[config.mk]
export PLATFORM = sky130hd
export DESIGN_NAME = hls_call_driver
export DESIGN_NICKNAME = d
export VERILOG_FILES = /design/src/rtl/hls_call_driver.sv
export SDC_FILE = /design/constraint.sdc
export NUM_CORES = 1
export LEC_CHECK = 0
export CORE_AREA = 2 2 580 582
export DETAILED_ROUTE_END_ITERATION = 8
export DIE_AREA = 0 0 582 584
export GPL_ROUTABILITY_DRIVEN = 0
export HOLD_SLACK_MARGIN = 0.05
export RECOVER_POWER = 50
export REMOVE_ABC_BUFFERS = 1
export SYNTH_ARGS = -nofsm -noshare
export SYNTH_HDL_FRONTEND = slang
export SYNTH_SLANG_ARGS = --single-unit
[constraint.sdc]
create_clock -name ap_clk -period 6.1 [get_ports ap_clk]
set_input_delay 0.915 -clock ap_clk [delete_from_list [all_inputs] [get_ports ap_clk]]
set_output_delay 0.915 -clock ap_clk [all_outputs]
set_load 0.05 [all_outputs]
[src/rtl/hls_call_driver.sv]
// Initiator for the ap_ctrl_hs handshake of one HLS kernel.
// Latches a job, pulses ap_start, captures ap_vld outputs, returns results.
module hls_call_driver #(
   parameter int DW      = 32,
   parameter int IN_W    = 640,
   parameter int TIMEOUT = 255,
   parameter int CNT_W   = 16
) (
   input  logic              ap_clk,
   input  logic              ap_rst_n,
   input  logic              req_valid,
   output logic              req_ready,
   input  logic [IN_W-1:0]   req_data,
   output logic [IN_W-1:0]   call_args,
   output logic              call_start,
   input  logic              call_ready,
   input  logic              call_done,
   input  logic              call_idle,
   input  logic [DW-1:0]     res0,
   input  logic [DW-1:0]     res1,
   input  logic [DW-1:0]     res2,
   input  logic              res0_vld,
   input  logic              res1_vld,
   input  logic              res2_vld,
   output logic              rsp_valid,
   input  logic              rsp_ready,
   output logic [3*DW-1:0]   rsp_data,
   output logic [1:0]        rsp_status,
   output logic              busy,
   output logic [CNT_W-1:0]  call_count
);

   localparam int TW = $clog2(TIMEOUT + 1);

   typedef enum logic [1:0] {
      IDLE,
      START,
      WAIT_DONE,
      RESP
   } state_t;

   state_t          state;
   state_t          state_nxt;
   logic [TW-1:0]   timer;
   logic [TW-1:0]   timer_inc;
   logic [2:0]      got;
   logic [2:0]      vld;
   logic [3*DW-1:0] res_all;
   logic            in_call;
   logic            accept;
   logic            done_evt;
   logic            tmo_evt;
   logic            rsp_fire;

   assign vld       = {res2_vld, res1_vld, res0_vld};
   assign res_all   = {res2, res1, res0};
   assign in_call   = (state == START) || (state == WAIT_DONE);
   assign timer_inc = (timer == TW'(TIMEOUT)) ? timer : timer + TW'(1);
   assign req_ready = ap_rst_n && (state == IDLE) && call_idle;
   assign rsp_valid = (state == RESP);
   assign busy      = (state != IDLE);

   // State register; reset drops call_start at once since it decodes state
   always_ff @(posedge ap_clk or negedge ap_rst_n) begin
      if (!ap_rst_n) begin
         state <= IDLE;
      end else begin
         state <= state_nxt;
      end
   end

   // Next-state decode, start pulse and one-cycle event strobes
   always_comb begin
      state_nxt  = state;
      call_start = 1'b0;
      accept     = 1'b0;
      done_evt   = 1'b0;
      tmo_evt    = 1'b0;
      rsp_fire   = 1'b0;
      unique case (state)
         IDLE: begin
            if (req_valid && req_ready) begin
               accept    = 1'b1;
               state_nxt = START;
            end
         end
         START: begin
            call_start = 1'b1;
            if (call_ready && call_done) begin
               done_evt = 1'b1;
            end else if (timer_inc == TW'(TIMEOUT)) begin
               tmo_evt = 1'b1;
            end else if (call_ready) begin
               state_nxt = WAIT_DONE;
            end
         end
         WAIT_DONE: begin
            if (call_done) begin
               done_evt = 1'b1;
            end else if (timer_inc == TW'(TIMEOUT)) begin
               tmo_evt = 1'b1;
            end
         end
         RESP: begin
            if (rsp_ready) begin
               rsp_fire  = 1'b1;
               state_nxt = IDLE;
            end
         end
         default: state_nxt = IDLE;
      endcase
      if (done_evt || tmo_evt) begin
         state_nxt = RESP;
      end
   end

   // Job latch, output capture, status, timer and completion counter
   always_ff @(posedge ap_clk or negedge ap_rst_n) begin
      if (!ap_rst_n) begin
         call_args  <= '0;
         rsp_data   <= '0;
         rsp_status <= '0;
         got        <= '0;
         timer      <= '0;
         call_count <= '0;
      end else begin
         if (accept) begin
            call_args  <= req_data;
            rsp_data   <= '0;
            rsp_status <= '0;
            got        <= '0;
            timer      <= '0;
         end else if (in_call) begin
            timer <= timer_inc;
            for (int k = 0; k < 3; k++) begin
               if (vld[k]) begin
                  rsp_data[k*DW +: DW] <= res_all[k*DW +: DW];
                  got[k]               <= 1'b1;
               end
            end
            if (done_evt) begin
               rsp_status <= {~&(got | vld), 1'b0};
            end else if (tmo_evt) begin
               rsp_status <= 2'b01;
            end
         end
         if (rsp_fire) begin
            call_count <= call_count + CNT_W'(1);
         end
      end
   end

endmodule

### Word-level counts from Yosys, hierarchy flattened

Cells that the tools add are included.

* add/subtract/negate cells: 2
* multipliers: 0
* div/mod/pow operators: 0
* order comparisons: 0
* equality and inequality tests: 10
* shift operators: 0
* multiplexer cells: 36
* bitwise gates (word level): 1
* reduce and logical (&&, ||, !) cells: 21

Operators with widths (count)
* 96-bit two-way mux: 2
* 32-bit two-way mux: 3
* 8-bit two-way mux: 3
* 2-bit two-way mux: 10
* 16-bit by 1-bit adder with 16-bit output (second input constant): 1
* 8-bit == test (second input constant): 2
* 1-bit two-way mux: 13
* 2-bit nonzero test: 5
* 3-bit by 2-bit != test with 1-bit output (second input constant): 3
* 8-bit by 1-bit adder with 8-bit output (second input constant): 1
* 2-bit AND reduction: 4
* 3-bit two-way mux: 2
* 3-bit by 1-bit != test with 1-bit output (second input constant): 2
* 2-bit case mux with 3 select lines: 1
* 6-bit AND reduction: 1
* 2-bit == test (second input constant): 2
* 1-bit logical AND: 4
* 1-bit case mux with 2 select lines: 2
* 4-bit nonzero test: 1
* 3-bit OR: 1
* 3-bit AND reduction: 1
* 3-bit nonzero test: 1
* 2-bit by 1-bit == test with 1-bit output (second input constant): 1
* 2-bit logical NOT: 1
* other kinds (2): 3

* register bits: 767
* bits in latches: 0
* RAM bits: 0
* bits in read-only memories: 0
* input port bits: 746
* output and inout bits: 758
* logic and storage cells: 81
* memories kept: 0

### Depth between registers and ports, before layout

Gate-level depths: netlist of run 1.

* depth after elaboration: 10
* depth in mapped cells: 10

### Worst setup path after synthesis of run 1

Ideal clock, no wire load.

* path type: input to register
* start: input call_idle
* end: register call_args[0]
* setup time: 0.066 ns
* arrival: 2.453 ns
* slack: 3.580 ns
* stages: 8
* cells stage by stage: and3_1 > and2_1 > clkbuf_1 > buf_2 > clkbuf_1 > buf_2 > nand2_1 > nand2_1

* word-level cells in the longest chain between the ends: 4

Ends and longest elaborated chain
* start, declared: RTL line 18 `input logic call_idle,`
* 1-bit logical AND: RTL line 59 `assign req_ready = ap_rst_n && (state == IDLE) && call_idle;`
* 1-bit logical AND: RTL line 82 `if (req_valid && req_ready) begin`
* 1-bit two-way mux: RTL line 82
* 1-bit two-way mux: RTL line 80 `unique case (state)`
* end signal, assigned: RTL line 128 `call_args <= req_data;`
* end, declared: RTL line 14 `output logic [IN_W-1:0] call_args,`

Every way passes these cells.
A chain may end at the register's enable or synchronous reset.

### Worst setup path after layout of run 1

* start: input ap_rst_n
* end: register rsp_data[66]

* word-level cells in the longest chain between the ends: 7
* elaborated cells between the ends (all ways): 9
* those cells by class: 3 x mux; 6 x reduce/logical

Ends and longest elaborated chain
* start, declared: RTL line 10 `input logic ap_rst_n,`
* 1-bit logical AND * (2 in series): RTL line 59
* 1-bit logical AND *: RTL line 82
* 1-bit two-way mux *: RTL line 82
* 1-bit two-way mux *: RTL line 80
* 2-bit nonzero test (no source line)
* 2-bit AND reduction (no source line)
* end signal, assigned by index: RTL line 137 `rsp_data[k*DW +: DW] <= res_all[k*DW +: DW];`
* end, declared: RTL line 27 `output logic [3*DW-1:0] rsp_data,`

Every way passes the cells marked *; elsewhere a longest branch is shown, timed or not.

==> flow_summary.yaml, run 1 <==
critical_path:
  critPathLaunchType: "primary input"
  cpLargestDelayFamily: "buffers and inverters"
  critical_path_buf_inv_count: 4
  worstPathMaxFanout: 85
  cp_cell_sequence: "dlygate4sd3_1 -> buf_8 -> nand4_1 -> clkbuf_2 -> and3_1 -> clkbuf_1 -> a22o_1"
  end_kind: "register"
  crit_arrival_ps: 5430
  required_ps: 6890
  slowest_delay_ps: 1670
  worstSetupPathType: "primary input to register"
  cpMaxStageDelayCell: "clkbuf_2"
clocking:
  cts_tree: "built"
  cts-root-buf: "clkbuf_16"
  cts_inserted_buffers: 108
  insertion_delay_ps: 880
  clk_pin_slew_worst_paths_ps: 60
  h-tree-depth: 3
  postCtsSetupBuffers: 0
  post_cts_resized: 0
  cts_sinks: 767
  cts_buffer_depth: 4
outcome:
  outcome: "finished, violations left"
  failed_checks: "max-capacitance violations, max-slew violations"
timing:
  max_freq_ghz: 0.215
  finalMaxSlewViolations: 499
  setup_viol: 0
  rsz0062_at_grt: "false"
  fin_worst_skew_ps: 73.8
  final_hold_viol_count: 0
  tightest_slew_ps: 3230
  fin_crit_sh_pct: 76.1
  fin_crit_ps: 4640
  whs_ps: 465
  relSlewSlack_pct: -116
global_route:
  antenna_found_initial: 415
  grt_max_degree: 193
  grt_usage_pct: 15.4
  grt_pass1_vias: 27790
  grt_overflow: 0
  grt_pass1_wl_um: 332000
synthesis:
  synthArstFlopShare_pct: 100
  ys.flop_type: "dfrtp_1"
  ys_seq_area_share_pct: 66.6
  ys_ff_latch: 767
  yosysWarnings: 0
  netlist_area_um2: 28800
  netlist_instances: 3087
  synth-edff-count: 0
  yosysUniqueCellTypes: 43
  avgSynthCellArea_um2: 9.34
die:
  rows: 212
  dieArea_um2: 340000
  io_pins: 1504
  die_h_um: 584
  initial_utilization_pct: 8.66
  core_region_area_um2: 333000
  die_x_um: 582
place:
  numPortBuffers: 1503
  dp_hpwl_um: 235000
  dp.cells: 8842
  place_area_um2: 49100
worst_hold_path:
  hp-class: "register to register"
route:
  drc_errors: 0
  vias: 28909
  drt_pass1_iterations: 5
  wl_per_cell_um: 29.8
  drtIter0Drc: 1672
  antenna_left: 0
  viasPerCell: 3.17
  postRouteWirelength_um: 272000
layout:
  nets: 5318
  most-common-layout-cells: "1,933 x nand2_1, 1,430 x clkdlybuf4s50_1, 767 x dfrtp_1, 109 x clkbuf_16, 96 x a22o_1"
  area_delta_synth_final_pct: 83.6
  mostFrequentLayoutCell: "nand2_1"
  fin_cells: 9124
  drive_gt1_share_pct: 4.77
  final_cell_area_um2: 52900
job:
  maxCapViolations: 8
pwr:
  p_per_area_nw_per_um2: 648
  ir_drop_uv: 288
  leakagePower_nw: 23.6
==> cells in the mapped netlist (5+ instances only) <==
master | instances | share of area [%]
a21oi_1 | 7 | 0.12
a22o_1 | 96 | 2.9
and3_1 | 6 | 0.13
buf_2 | 65 | 1.1
clkbuf_1 | 104 | 1.4
dfrtp_1 | 767 | 67
ha_1 | 6 | 0.26
nand2_1 | 1933 | 25
nand3_1 | 12 | 0.21
nand4_1 | 6 | 0.13
nor2_1 | 14 | 0.18
nor3_1 | 5 | 0.087
xnor2_1 | 13 | 0.39
xor2_1 | 6 | 0.18
==> power by group <==
part / internal [mW] / switching, mW
Combinational: 5.27 / 13.2
Clock: 4.03 / 2.76
Sequential: 7.41 / 1.59
==> worst min-delay path, delay by kind of cell, from the launching register on <==
kind	cells	cell delay, ps
AND/OR/NAND/NOR	2	100
flip-flops	1	330
==> flip-flops by register name, summed over array words and instances (netlist names) <==
register	count
call_args	640
got	3
timer	8
rsp_data	96
state	2
call_count	16
rsp_status	2
==> area by class of cell <==
class / count / area [um2]
diodes: 87 / 218
clock buffers: 136 / 3000
clock inverters: 58 / 741
fillers: 37372 / 280000
inverters: 4 / 15.0
multi-input cells: 2145 / 8920
flip-flops and latches: 767 / 19200
well taps: 4387 / 5490
repair buffers: 1540 / 15400
==> path summary, 6_finish.rpt <==
kind	start	to	slack [ps]	cells after the start
hold reg to reg	call_args[483]$_DFFE_PN0P_	call_args[483]$_DFFE_PN0P_	460	2
min in group asynchronous	ap_rst_n	call_args[424]$_DFFE_PN0P_	560	2
max in group asynchronous	ap_rst_n	call_args[312]$_DFFE_PN0P_	1770	5
setup reg to reg	state[0]$_DFFE_PN0P_	rsp_data[66]$_DFFE_PN0P_	1550	7
setup / recovery	ap_rst_n	rsp_data[66]$_DFFE_PN0P_	1460	7
hold / removal	call_args[483]$_DFFE_PN0P_	call_args[483]$_DFFE_PN0P_	460	2
==> layer usage <==
layer / GRT usage (%) / vias to the layer above / routed length, um
li1: - / 12694 / -
met1: 15.6 / 13427 / 93800
met2: 23.9 / 1787 / 118000
met3: 12.7 / 735 / 48700
met4: 4.30 / 266 / 9770
met5: 0 / - / 1730
==> stage by stage <==
step | TNS (ps) | utilization [%] | worst slack, ps | total power, mW
2_1_floorplan | -7691440 | - | -13180 | 19.7
3_3_place_gp | 0 | 14.7 | 2550 | 27.9
3_5_place_dp | 0 | 14.7 | 2500 | 28.0
4_1_cts | 0 | 15.9 | 2070 | 35.1
5_1_grt | 0 | 15.9 | 1110 | 35.8
6_report | 0 | 15.9 | 1460 | 34.3
==> kinds of logic after synthesis <==
logic type | after synthesis | synth area share, %
simple gates | 1993 | 26.4
buf+inv | 175 | 2.56
compound gates | 124 | 3.58
xor+xnor | 19 | 0.577
fa+ha+maj | 6 | 0.260
flops | 767 | 66.6
mux | 3 | 0.108
==> timing repair <==
item                                    4_1_cts  5_1_grt
hold buffers                                  1        0
hold endpoints to repair                     31        0
endpoints found under the setup margin        0        0
Note: power is estimated with default switching activity, not from simulation.
==> run 2: changes to the inputs <==
==> constraint.sdc (replaced) <==
create_clock -name ap_clk -period 4.8 [get_ports ap_clk]
set_input_delay 0.72 -clock ap_clk [delete_from_list [all_inputs] [get_ports ap_clk]]
set_output_delay 0.72 -clock ap_clk [all_outputs]
set_load 0.05 [all_outputs]
==> flow_summary.yaml, run 2 (synthesis gave the netlist of run 1 again) <==
timing:
  fin_crit_sh_pct: 80.6
  setup_tns_ps: 0
  final_hold_viol_count: 0
  max_freq_ghz: 0.258
  whs_ps: 381
  tightest_slew_ps: 2420
  relSlewSlack_pct: -61.6
  setup_ws_ps: 930
  finalMaxSlewViolations: 812
  fin_crit_ps: 3870
  fin_worst_skew_ps: 32.4
  setup_viol: 0
  rsz0062_at_grt: "false"
pwr:
  p_int_mw: 21.7
  clkPwrFrac_pct: 20.6
  p_comb_share_pct: 53.8
  ir_drop_uv: 468
  p_sw_mw: 22.2
  seqPwrFrac_pct: 25.6
  p_per_area_nw_per_um2: 823
  swShare_pct: 50.7
  finalPower_mw: 43.9
  leakagePower_nw: 23.6
critical_path:
  crit_start: "ap_rst_n"
  crit_arrival_ps: 4660
  rrSetupSlack_ps: 990
  end_kind: "register"
  worstSetupPathType: "primary input to register"
  r2r_start: "state[0]$_DFFE_PN0P_"
  required_ps: 5590
  worstPathMaxFanout: 42
  critPathLaunchType: "primary input"
worst_hold_path:
  hp-class: "primary input to async pin"
die:
  initial_utilization_pct: 8.66
  die_x_um: 582
  dieArea_um2: 340000
  die_h_um: 584
  core_region_area_um2: 333000
  io_pins: 1504
  rows: 212
layout:
  most-common-layout-cells: "1,933 x nand2_1, 1,499 x clkdlybuf4s50_1, 767 x dfrtp_1, 111 x clkbuf_16, 96 x a22o_1"
  utilization_pct: 16.0
  area_delta_synth_final_pct: 84.9
  drive_gt1_share_pct: 4.95
  mostFrequentLayoutCell: "nand2_1"
  nets: 5331
  fill_cells: 37304
  largest_register_ffs: 640
  reg_top3: "call_args (640), rsp_data (96), call_count (16)"
  top_register: "call_args"
clocking:
  cts_sinks: 767
  cts_inserted_buffers: 110
  postCtsSetupBuffers: 0
  clk_pin_slew_worst_paths_ps: 60
  cts_tree: "built"
  h-tree-depth: 3
  cts-root-buf: "clkbuf_16"
  cts_buffer_depth: 4
  post_cts_resized: 0
  insertion_delay_ps: 840
  hold_buffers: 1
place:
  pre_cts_ws_ps: 1580
  numPortBuffers: 1503
  dp_hpwl_um: 236000
route:
  drtIter0Drc: 1669
  drc_errors: 0
  postRouteWirelength_um: 272000
  viasPerCell: 3.15
  vias: 28909
  wl_per_cell_um: 29.7
  antenna_left: 0
  drt_pass1_iterations: 5
global_route:
  grt_overflow: 0
  busiest_layer: "met2"
  grt_max_degree: 154
  antenna_found_initial: 456
  grt_usage_pct: 15.5
  met2_usage_pct: 23.9
  grt_pass1_vias: 27538
  met3_usage_pct: 14.9
  use_met1_pct: 14.5
  grt_pass1_wl_um: 332000
outcome:
  failed_checks: "max-capacitance violations, max-slew violations"
  outcome: "finished, violations left"
job:
  maxCapViolations: 14
[run 2: changes by cell type in the layout (fill, tap and decap cells not counted), moves of 4 or more]
cell	previous run	this run
buf_12	7	13
clkbuf_1	20	24
clkbuf_8	17	22
clkdlybuf4s50_1	1430	1499
clkinv_2	19	15
clkinv_4	8	3
diode_2	87	112
dlygate4sd3_1	73	4
[run 2: worst paths after layout]
check / endpoint / depth (start not counted)
max reg2reg: call_args[372]$_DFFE_PN0P_ / 7
min: call_args[546]$_DFFE_PN0P_ / 2
min in group ap_clk: call_args[580]$_DFFE_PN0P_ / 3
max: call_args[484]$_DFFE_PN0P_ / 8
min reg2reg: call_args[272]$_DFFE_PN0P_ / 2
max in group asynchronous: call_count[7]$_DFFE_PN0P_ / 4
[run 2: worst max-delay path, cell delays in order]
cell and delay [ps]:
dlygate4sd3_1 560, buf_8 350, and3_1 280, and2_4 640, buf_12 280, clkbuf_1 1250
nand2_1 330, nand2_1 140
[run 2: area by class of cell]
type | count | area, um2 | share of cell area (%)
antenna | 112 | 280 | 0.526
inverter | 4 | 15.0 | 0.0282
clock buffer | 146 | 3130 | 5.87
clock inverter | 53 | 791 | 1.48
sequential | 767 | 19200 | 36.0
multi-input combinational | 2145 | 8910 | 16.7
tap | 4387 | 5490 | 10.3
timing repair buffer | 1551 | 15500 | 29.1
[run 2: metal layers]
layer / routed length, um / up-vias / part of all wire, %
li1: - / 12760 / -
met1: 87600 / 13313 / 32
met2: 118000 / 1757 / 43
met3: 55300 / 771 / 20
met4: 9150 / 308 / 3.4
met5: 2060 / - / 0.76
[run 2: stage by stage]
step / std cells / area (um2)
after floorplan: 2916 / 28100
after global placement: 8853 / 49300
after detailed placement: 8853 / 49300
after CTS: 9053 / 53200
after global routing: 9074 / 53100
final: 9165 / 53300
[run 2: power groups by stage]
stage	clock network (mW)	registers (mW)	logic (mW)
final	9.04	11.2	23.6
after global routing	9.58	11.6	24.7
after CTS	9.39	11.2	24.2
after detailed placement	0	11.3	24.2
after global placement	0	11.2	24.1
after floorplan	0	21.2	3.89
==> run 3: changes to the inputs <==
==> constraint.sdc (replaced) <==
create_clock -name ap_clk -period 4.1 [get_ports ap_clk]
set_input_delay 0.615 -clock ap_clk [delete_from_list [all_inputs] [get_ports ap_clk]]
set_output_delay 0.615 -clock ap_clk [all_outputs]
set_load 0.05 [all_outputs]
==> flow_summary.yaml, run 3 (synthesis gave the netlist of run 1 again) <==
outcome:
  outcome: "finished, violations left"
  failed_checks: "max-capacitance violations, max-slew violations"
route:
  drtIter0Drc: 1751
  postRouteWirelength_um: 272000
  drt_pass1_iterations: 7
  drc_errors: 0
  viasPerCell: 3.16
  antenna_left: 0
  wl_per_cell_um: 29.7
  vias: 28922
critical_path:
  cp_cell_sequence: "inv_1 -> ha_1 -> nand4_1 -> clkbuf_1 -> and3_1 -> clkbuf_1 -> a22o_1"
  cpMaxStageDelayCell: "clkbuf_1"
  worstPathMaxFanout: 33
  worstSetupPathType: "register to register"
  end_kind: "register"
  cp_common_cell: "clkbuf_1"
  required_ps: 4890
  crit_arrival_ps: 4300
  slowest_delay_ps: 1270
  critPathLaunchType: "register"
layout:
  area_delta_synth_final_pct: 84.1
  most-common-layout-cells: "1,933 x nand2_1, 1,502 x clkdlybuf4s50_1, 767 x dfrtp_1, 113 x clkbuf_16, 96 x a22o_1"
  mostFrequentLayoutCell: "nand2_1"
  fill_cells: 37351
  reg_top3: "call_args (640), rsp_data (96), call_count (16)"
  multi_input_area_um2: 8920
  utilization_pct: 15.9
  area.sequential_um2: 19200
  fin_cells: 9162
  nets: 5329
  top_register: "call_args"
  drive_gt1_share_pct: 4.78
  largest_register_ffs: 640
global_route:
  grt_pass1_wl_um: 333000
  antenna_found_initial: 446
  grt_max_degree: 173
  grt_overflow: 0
  grt_pass1_vias: 27722
  grt_usage_pct: 15.5
worst_hold_path:
  hp-class: "primary input to register"
clocking:
  insertion_delay_ps: 840
  h-tree-depth: 3
  postCtsSetupBuffers: 0
  cts_tree: "built"
  cts-root-buf: "clkbuf_16"
  cts_buffer_depth: 4
  clk_pin_slew_worst_paths_ps: 60
  cts_sinks: 767
  cts_inserted_buffers: 112
timing:
  fin_worst_skew_ps: 39.1
  fin_crit_sh_pct: 85.8
  final_hold_viol_count: 0
  setup_viol: 0
  fin_crit_ps: 3520
  max_freq_ghz: 0.284
  relSlewSlack_pct: -54.0
  finalMaxSlewViolations: 438
  rsz0062_at_grt: "false"
  tightest_slew_ps: 2310
die:
  die_h_um: 584
  die_x_um: 582
  core_region_area_um2: 333000
  initial_utilization_pct: 8.66
  io_pins: 1504
  dieArea_um2: 340000
  rows: 212
pwr:
  finalPower_mw: 51.1
  ir_drop_uv: 519
  leakagePower_nw: 23.5
  p_per_area_nw_per_um2: 962
place:
  numPortBuffers: 1503
  dp.cells: 8849
  dp_hpwl_um: 235000
job:
  maxCapViolations: 7
[run 3: cell types whose count changed in the layout (fill, tap and decap cells not counted), sizes merged, moves of 2 or more]
cell	change
buf	-7
bufinv	-7
clkdlybuf4s50	+3
clkinv	+3
clkinvlp	+4
diode	+2
dlygate4sd3	-3
inv	+3
[run 3: per-stage QoR]
step                hold WS (ps)  cell area (um2)   TNS, ps  setup WS (ps)
finish                       259            53100         0            583
global route                 226            52900         0            361
CTS                          161            52900         0            567
detailed placement           461            49200         0           1070
global placement             456            49200         0           1120
floorplan                    319            28100  -9012300         -14940
[run 3: path summary, 6_finish.rpt]
kind,start,end,slack [ps],depth (start not counted)
setup / recovery,state[0]$_DFFE_PN0P_,rsp_data[67]$_DFFE_PN0P_,580,7
hold / removal,req_data[337],call_args[337]$_DFFE_PN0P_,260,3
setup reg to reg,state[0]$_DFFE_PN0P_,rsp_data[67]$_DFFE_PN0P_,580,7
hold reg to reg,call_args[302]$_DFFE_PN0P_,call_args[302]$_DFFE_PN0P_,470,2
max in group asynchronous,ap_rst_n,rsp_data[92]$_DFFE_PN0P_,770,4
min in group asynchronous,ap_rst_n,call_count[13]$_DFFE_PN0P_,640,3
[run 3: worst max-delay path, delay by kind of cell (launching register included)]
kind	cells	cell delay, ps
AND/OR/NAND/NOR	2	460
buffers and inverters	3	1980
adder cells (fa/ha/maj)	1	260
AO/OA/AOI/OAI	1	300
flip-flops	1	430
[run 3: timing repair]
action                                 in CTS  in global routing
hold buffers                                1                  0
endpoints found under the hold margin      82                  0
gates resized for setup                     0                  0
[run 3: power by group]
part / internal [mW] / switching [mW] / leakage, nW / total [mW]
clock: 5.87 / 4.27 / 1.80 / 10.1
sequential: 11.0 / 2.16 / 9.69 / 13.2
combinational: 7.96 / 19.8 / 12.0 / 27.7
total: 24.9 / 26.2 / 23.5 / 51.1
[run 3: area by class of cell]
type / count / share of cell area, %
clock buffer: 142 / 5.78
clock inverter: 56 / 1.24
multi-input combinational: 2145 / 16.8
sequential: 767 / 36.2
antenna: 114 / 0.537
inverter: 4 / 0.0283
timing repair buffer: 1547 / 29.1
tap: 4387 / 10.3
[run 3: routing by layer]
metal / track usage, % / part of all wire, % / up-vias
li1: - / - / 12771
met1: 14.5 / 32 / 13361
met2: 23.8 / 43 / 1705
met3: 14.5 / 20 / 767
met4: 4.96 / 4.0 / 318
met5: 0 / 0.76 / -
